## src/rtl/grant_req_pkg.sv

```systemverilog
// Shared types for the grant requester.
//   grant_code_t   : 2-bit encoded grant from the priority arbiter
//   client_state_t : per-client request state
//   grant_onehot() : decodes a grant code to a one-hot client select
package grant_req_pkg;

    typedef enum logic [1:0] {
        GNT_NONE = 2'b00,
        GNT_C0   = 2'b01,
        GNT_C1   = 2'b10,
        GNT_C2   = 2'b11
    } grant_code_t;

    typedef enum logic [1:0] {
        ST_IDLE = 2'b00,
        ST_PEND = 2'b01,
        ST_ACK  = 2'b10
    } client_state_t;

    // The 2-bit grant encoding only has room for three clients.
    localparam int unsigned GRANT_CLIENTS = 3;

    function automatic logic [2:0] grant_onehot(input grant_code_t code);
        case (code)
            GNT_C0:  return 3'b001;
            GNT_C1:  return 3'b010;
            GNT_C2:  return 3'b100;
            default: return 3'b000;
        endcase
    endfunction

endpackage

```

## src/rtl/grant_req_client.sv

```systemverilog
// One requester slot: IDLE/PEND/ACK state machine, saturating wait counter
// and starvation flag for a single client.
// Ports:
//   clk, rst_n : clock, asynchronous active-low reset
//   req        : one-cycle request pulse from the client
//   sel        : the grant sampled this cycle targets this client
//   pend       : request line to the arbiter (state is PEND)
//   ack        : one-cycle acknowledge to the client (state is ACK)
//   starve     : pending for MAX_WAIT or more cycles
module grant_req_client
    import grant_req_pkg::*;
#(
    parameter int WAIT_W   = 4,
    parameter int MAX_WAIT = 10
) (
    input  logic clk,
    input  logic rst_n,
    input  logic req,
    input  logic sel,
    output logic pend,
    output logic ack,
    output logic starve
);

    client_state_t     state, state_nxt;
    logic [WAIT_W-1:0] cnt, cnt_nxt;

    always_ff @(posedge clk or negedge rst_n) begin
        if (!rst_n) begin
            state <= ST_IDLE;
            cnt   <= '0;
        end else begin
            state <= state_nxt;
            cnt   <= cnt_nxt;
        end
    end

    always_comb begin
        state_nxt = state;
        cnt_nxt   = cnt;
        case (state)
            ST_IDLE: begin
                if (req) begin
                    state_nxt = ST_PEND;
                    cnt_nxt   = '0;
                end
            end
            ST_PEND: begin
                // Further request pulses while pending are coalesced.
                if (sel) begin
                    state_nxt = ST_ACK;
                end else if (cnt != WAIT_W'(MAX_WAIT)) begin
                    cnt_nxt = cnt + 1'b1;
                end
            end
            ST_ACK: begin
                // A pulse arriving during the ack cycle re-arms immediately so it is not lost.
                if (req) begin
                    state_nxt = ST_PEND;
                    cnt_nxt   = '0;
                end else begin
                    state_nxt = ST_IDLE;
                end
            end
            default: state_nxt = ST_IDLE;
        endcase
    end

    assign pend   = (state == ST_PEND);
    assign ack    = (state == ST_ACK);
    assign starve = pend && (cnt == WAIT_W'(MAX_WAIT));

endmodule

```

## src/rtl/grant_requester.sv

```systemverilog
// Requester-side agent for the priority arbiter: turns client request pulses
// into sticky request lines, decodes the arbiter's encoded grant into
// one-cycle client acks, and flags clients that wait too long.
// Optional feature macro: GRANT_REQ_ERR_CHECK_EN enables the sticky
// illegal-grant flag; without it grant_err is tied low.
// Ports:
//   clk, rst_n  : clock, asynchronous active-low reset
//   client_req  : one-cycle request pulse per client (bit0 highest priority)
//   request     : sticky request lines to the arbiter
//   grant       : encoded grant (00 none, 01/10/11 client 0/1/2)
//   client_ack  : one-cycle ack to the granted client
//   starve      : per-client starvation flag
//   grant_err   : sticky flag for a grant aimed at a non-pending client
module grant_requester
    import grant_req_pkg::*;
#(
    parameter int NUM_CLIENTS = 3,
    parameter int WAIT_W      = 4,
    parameter int MAX_WAIT    = 10
) (
    input  logic                   clk,
    input  logic                   rst_n,
    input  logic [NUM_CLIENTS-1:0] client_req,
    output logic [NUM_CLIENTS-1:0] request,
    input  logic [1:0]             grant,
    output logic [NUM_CLIENTS-1:0] client_ack,
    output logic [NUM_CLIENTS-1:0] starve,
    output logic                   grant_err
);

    if (NUM_CLIENTS != GRANT_CLIENTS) begin : g_bad_clients
        $error("grant_requester: NUM_CLIENTS must be 3 for a 2-bit grant code");
    end
    if (MAX_WAIT >= (2 ** WAIT_W)) begin : g_bad_wait
        $error("grant_requester: MAX_WAIT must fit in WAIT_W bits");
    end

    grant_code_t            code;
    logic [NUM_CLIENTS-1:0] sel;

    // The client FSMs sample the select on the clock edge, which is what
    // registers the grant and gives the one-cycle grant-to-ack latency.
    assign code = grant_code_t'(grant);
    assign sel  = grant_onehot(code);

    for (genvar i = 0; i < NUM_CLIENTS; i++) begin : g_client
        grant_req_client #(
            .WAIT_W   (WAIT_W),
            .MAX_WAIT (MAX_WAIT)
        ) u_client (
            .clk    (clk),
            .rst_n  (rst_n),
            .req    (client_req[i]),
            .sel    (sel[i]),
            .pend   (request[i]),
            .ack    (client_ack[i]),
            .starve (starve[i])
        );
    end

`ifdef GRANT_REQ_ERR_CHECK_EN
    logic illegal;
    logic err_q;

    // Nonzero grant whose target is not currently pending.
    assign illegal = (code != GNT_NONE) && ((sel & request) == '0);

    always_ff @(posedge clk or negedge rst_n) begin
        if (!rst_n) begin
            err_q <= 1'b0;
        end else if (illegal) begin
            err_q <= 1'b1;
        end
    end

    assign grant_err = err_q;

`ifndef SYNTHESIS
    always_ff @(posedge clk) begin
        if (rst_n && illegal) begin
            $error("grant_requester: illegal grant %b at time %0t", grant, $time);
        end
    end
`endif
`else
    assign grant_err = 1'b0;
`endif

endmodule
```

## config.mk

```make
export PLATFORM = sky130hd
export DESIGN_NAME = grant_requester
export DESIGN_NICKNAME = d
export VERILOG_FILES = /design/src/rtl/grant_req_pkg.sv /design/src/rtl/grant_req_client.sv /design/src/rtl/grant_requester.sv
export SDC_FILE = /design/constraint.sdc
export NUM_CORES = 1
export LEC_CHECK = 0
export CORE_AREA = 2 2 54 56
export CTS_BUF_LIST = sky130_fd_sc_hd__clkbuf_8 sky130_fd_sc_hd__clkbuf_16
export DETAILED_ROUTE_END_ITERATION = 12
export DIE_AREA = 0 0 56 58
export MAX_ROUTING_LAYER = met4
export PLACE_DENSITY = 0.63
export SETUP_SLACK_MARGIN = 0.3
export SKIP_LAST_GASP = 1
export SLEW_MARGIN = 20
export SYNTH_ARGS = -nofsm -noshare
export SYNTH_HDL_FRONTEND = slang
export SYNTH_SLANG_ARGS = --single-unit
```

## constraint.sdc

```tcl
create_clock -name clk -period 1.3 [get_ports clk]
set_input_delay 0.13 -clock clk [delete_from_list [all_inputs] [get_ports clk]]
set_output_delay 0.13 -clock clk [all_outputs]
set_load 0.05 [all_outputs]
```

==> flow_summary.ini, run 1 <==
[clock_tree]
clkTransAtPathRegs_ns = 0.07
cts_made_buffers = 3
clock_sinks = 18
hold_buffers = 0
cts-htree-levels = 1
cts_tree = built
cts_buffer_depth = 2
root_buffer = clkbuf_8
clock_latency_ns = 0.26

[timing]
setup_tns_ns = -1.17
final.setup_skew_ns = 0.00607
hold_viol = 0
rsz0062_at_grt = true
setup_viol = 14
finalWorstSetupSlack_ns = -0.159
fin_crit_sh_pct = 112
fmax_ghz = 0.685
period_minus_slack_ns = 1.46
drv_slew = 0

[cells_and_area]
final_area_um2 = 2000
insertedDiodeCount = 0
final_layout_size_suffix_gt1_share_pct = 63.4
finalNetCount = 178
synthToLayoutAreaGrowth_pct = 88.8
final_common_cell = buf_4
num-fill-cells = 178
final_cell_mix = buf_4, buf_6, dfrtp_1, buf_12, nand2_1

[floorplanning]
die_width_um = 56
core-area_um2 = 2660
die_y_um = 58
placementRows = 19
design.die.area_um2 = 3250
ios = 17
start_util_pct = 39.7

[drt]
wire_per_inst_um = 14.9
first_pass_iters = 4
viasPerCell = 4.99
wl_mm = 2.90
ant_nets = 0
dr_total_vias = 974
drt_iter0_markers = 27
drc_errors = 0

[worst_setup_path]
worstReg2RegEnd = g_client[0].u_client.cnt[2]
r2r-start = g_client[0].u_client.cnt[0]
path_class = register to primary output
critPathCaptureType = primary output
r2r_slack_ns = -0.14
crit_path_start_kind = register
crit_fanout = 2
arrival_ns = 1.33
required_ns = 1.17
reg2reg_depth = 7

[grt]
grt_pass1_vias = 1045
grt_usage_pct = 20.1
grt_antenna_before_repair = 0
grt_first_pass_wirelength_mm = 4.83
overflow = 0
grt_max_degree = 19

[job]
max-cap-violations = 0

[place]
gp_congestion = 0.800
hpwl_mm = 1.69
postPlaceCellArea_um2 = 1480
portBuffers = 15

[synthesis]
ys_warn_count = 0
postSynthAreaPerCell_um2 = 9.79
syn_area_um2 = 1060
ys_seq_area_share_pct = 42.6
synth_nets = 121
ys_ff_latch = 18
syn-instance-count = 108
yosysUniqueCellTypes = 34

[power]
ir_drop_mv = 1.41
p_leak_uw = 0.000958
power_density_nw_per_um2 = 1850

[status]
violations = setup timing
status = complete, but fails checks

[min_path]
hp-class = input port to asynchronous set/reset pin
==> worst max path at each step <==
| stage | from | to | slack (ns) | depth (start not counted) |
|---|---|---|---|---|
| 2_1_floorplan | g_client[0].u_client.cnt[0] | g_client[0].u_client.cnt[1] | -0.05 | 6 |
| 3_3_place_gp | grant[0] | g_client[0].u_client.cnt[1] | -0.24 | 5 |
| 3_5_place_dp | grant[0] | g_client[0].u_client.cnt[1] | -0.25 | 5 |
| 4_1_cts | g_client[1].u_client.cnt[0] | starve[1] | -0.17 | 6 |
| 5_1_grt | g_client[0].u_client.cnt[0] | starve[0] | -0.25 | 6 |
| 6_report | g_client[0].u_client.cnt[0] | starve[0] | -0.16 | 6 |
==> layout make-up <==
type / count / area [µm²] / area share, %
inverters: 12 / 50.0 / 2.51
clock buffers: 4 / 55.1 / 2.76
multi-input cells: 67 / 718 / 36.0
well taps: 31 / 38.8 / 1.94
repair buffers: 63 / 679 / 34.0
flip-flops and latches: 18 / 454 / 22.8
==> cell families after synthesis <==
kind of cell	synth area share, %
other	0.355
AO/OA/AOI/OAI	12.9
adder cells (fa/ha/maj)	7.10
multiplexers	3.91
flip-flops	42.6
buffers and inverters	11.8
AND/OR/NAND/NOR	21.3
==> Yosys cell counts <==
master	count	share of area, %
buf_2	1	0.47
conb_1	1	0.35
o31ai_1	2	1.4
nor2_1	3	1.1
buf_4	10	7.1
nand4_1	1	0.59
o21ai_0	6	2.8
or2b_1	2	1.4
nor3b_1	2	1.4
ha_1	6	7.1
mux2i_1	3	2.8
a21bo_2	1	0.95
a2bb2oi_1	1	0.83
o22ai_2	1	1.2
nand2b_1	2	1.2
nand2_1	8	2.8
inv_2	2	0.71
and2_1	1	0.59
o221ai_1	1	0.83
and3_1	4	2.4
a21oi_1	1	0.47
o41ai_1	1	0.83
and4_4	1	1.1
inv_1	10	3.6
mux2_2	1	1.1
nor3_1	2	0.95
a221o_1	2	1.9
dfrtp_1	18	43
nand3_1	2	0.95
nand2b_2	3	2.5
a41o_1	1	0.95
nor2b_1	5	3.0
o21a_1	1	0.71
and2b_1	2	1.4
==> worst max-delay path: stages, from the launching register on <==
cell	delay, ns
dfrtp_1	0.39
inv_2	0.09
ha_4	0.14
nand2_4	0.05
nor3_4	0.15
buf_6	0.13
buf_12	0.12
==> metal layers <==
layer	global-route usage, %	part of all wire (%)	up-vias
met3	5.58	2.4	11
met1	20.1	37	474
met4	7.48	3.5	0
li1	-	-	473
met2	37.3	57	16
met5	-	0	-
==> registers in the layout (all words and copies together) (netlist names) <==
register and count:
g_client.u_client.cnt 12, g_client.u_client.state 6
==> per-stage QoR <==
stage	hold WS, ns	setup slack (ns)	std cells	power, µW	util, %
2_1_floorplan	-0.166	-0.0511	108	1800	-
3_3_place_gp	0.482	-0.237	163	2300	55.7
3_5_place_dp	0.480	-0.247	163	2360	55.7
4_1_cts	0.208	-0.168	186	3420	70.0
5_1_grt	0.206	-0.246	195	3940	75.0
6_report	0.200	-0.159	195	3690	75.0
==> report_power, final <==
part / leakage, µW / switching (µW) / internal, µW
Sequential: 0.000231 / 225 / 755
Combinational: 0.000698 / 968 / 1270
Clock: 0.0000288 / 197 / 270
==> what timing repair did <==
item	in CTS	in global routing
pin swaps	6	4
gates resized for setup	43	15
setup endpoints to repair	23	25
setup buffers	19	9
(Power assumes the default switching activity.)
==> inputs of run 2 (changes only) <==
--- a/config.mk
+++ b/config.mk
@@ -6,7 +6,7 @@
 export NUM_CORES = 1
 export LEC_CHECK = 0
 export CORE_AREA = 2 2 54 56
-export CTS_BUF_LIST = sky130_fd_sc_hd__clkbuf_8 sky130_fd_sc_hd__clkbuf_16
+export CTS_BUF_LIST = sky130_fd_sc_hd__clkbuf_8
 export DETAILED_ROUTE_END_ITERATION = 12
 export DIE_AREA = 0 0 56 58
 export MAX_ROUTING_LAYER = met4
==> results of run 2 <==
Same layout as run 1: the final DEF is identical, and so are final timing and power.
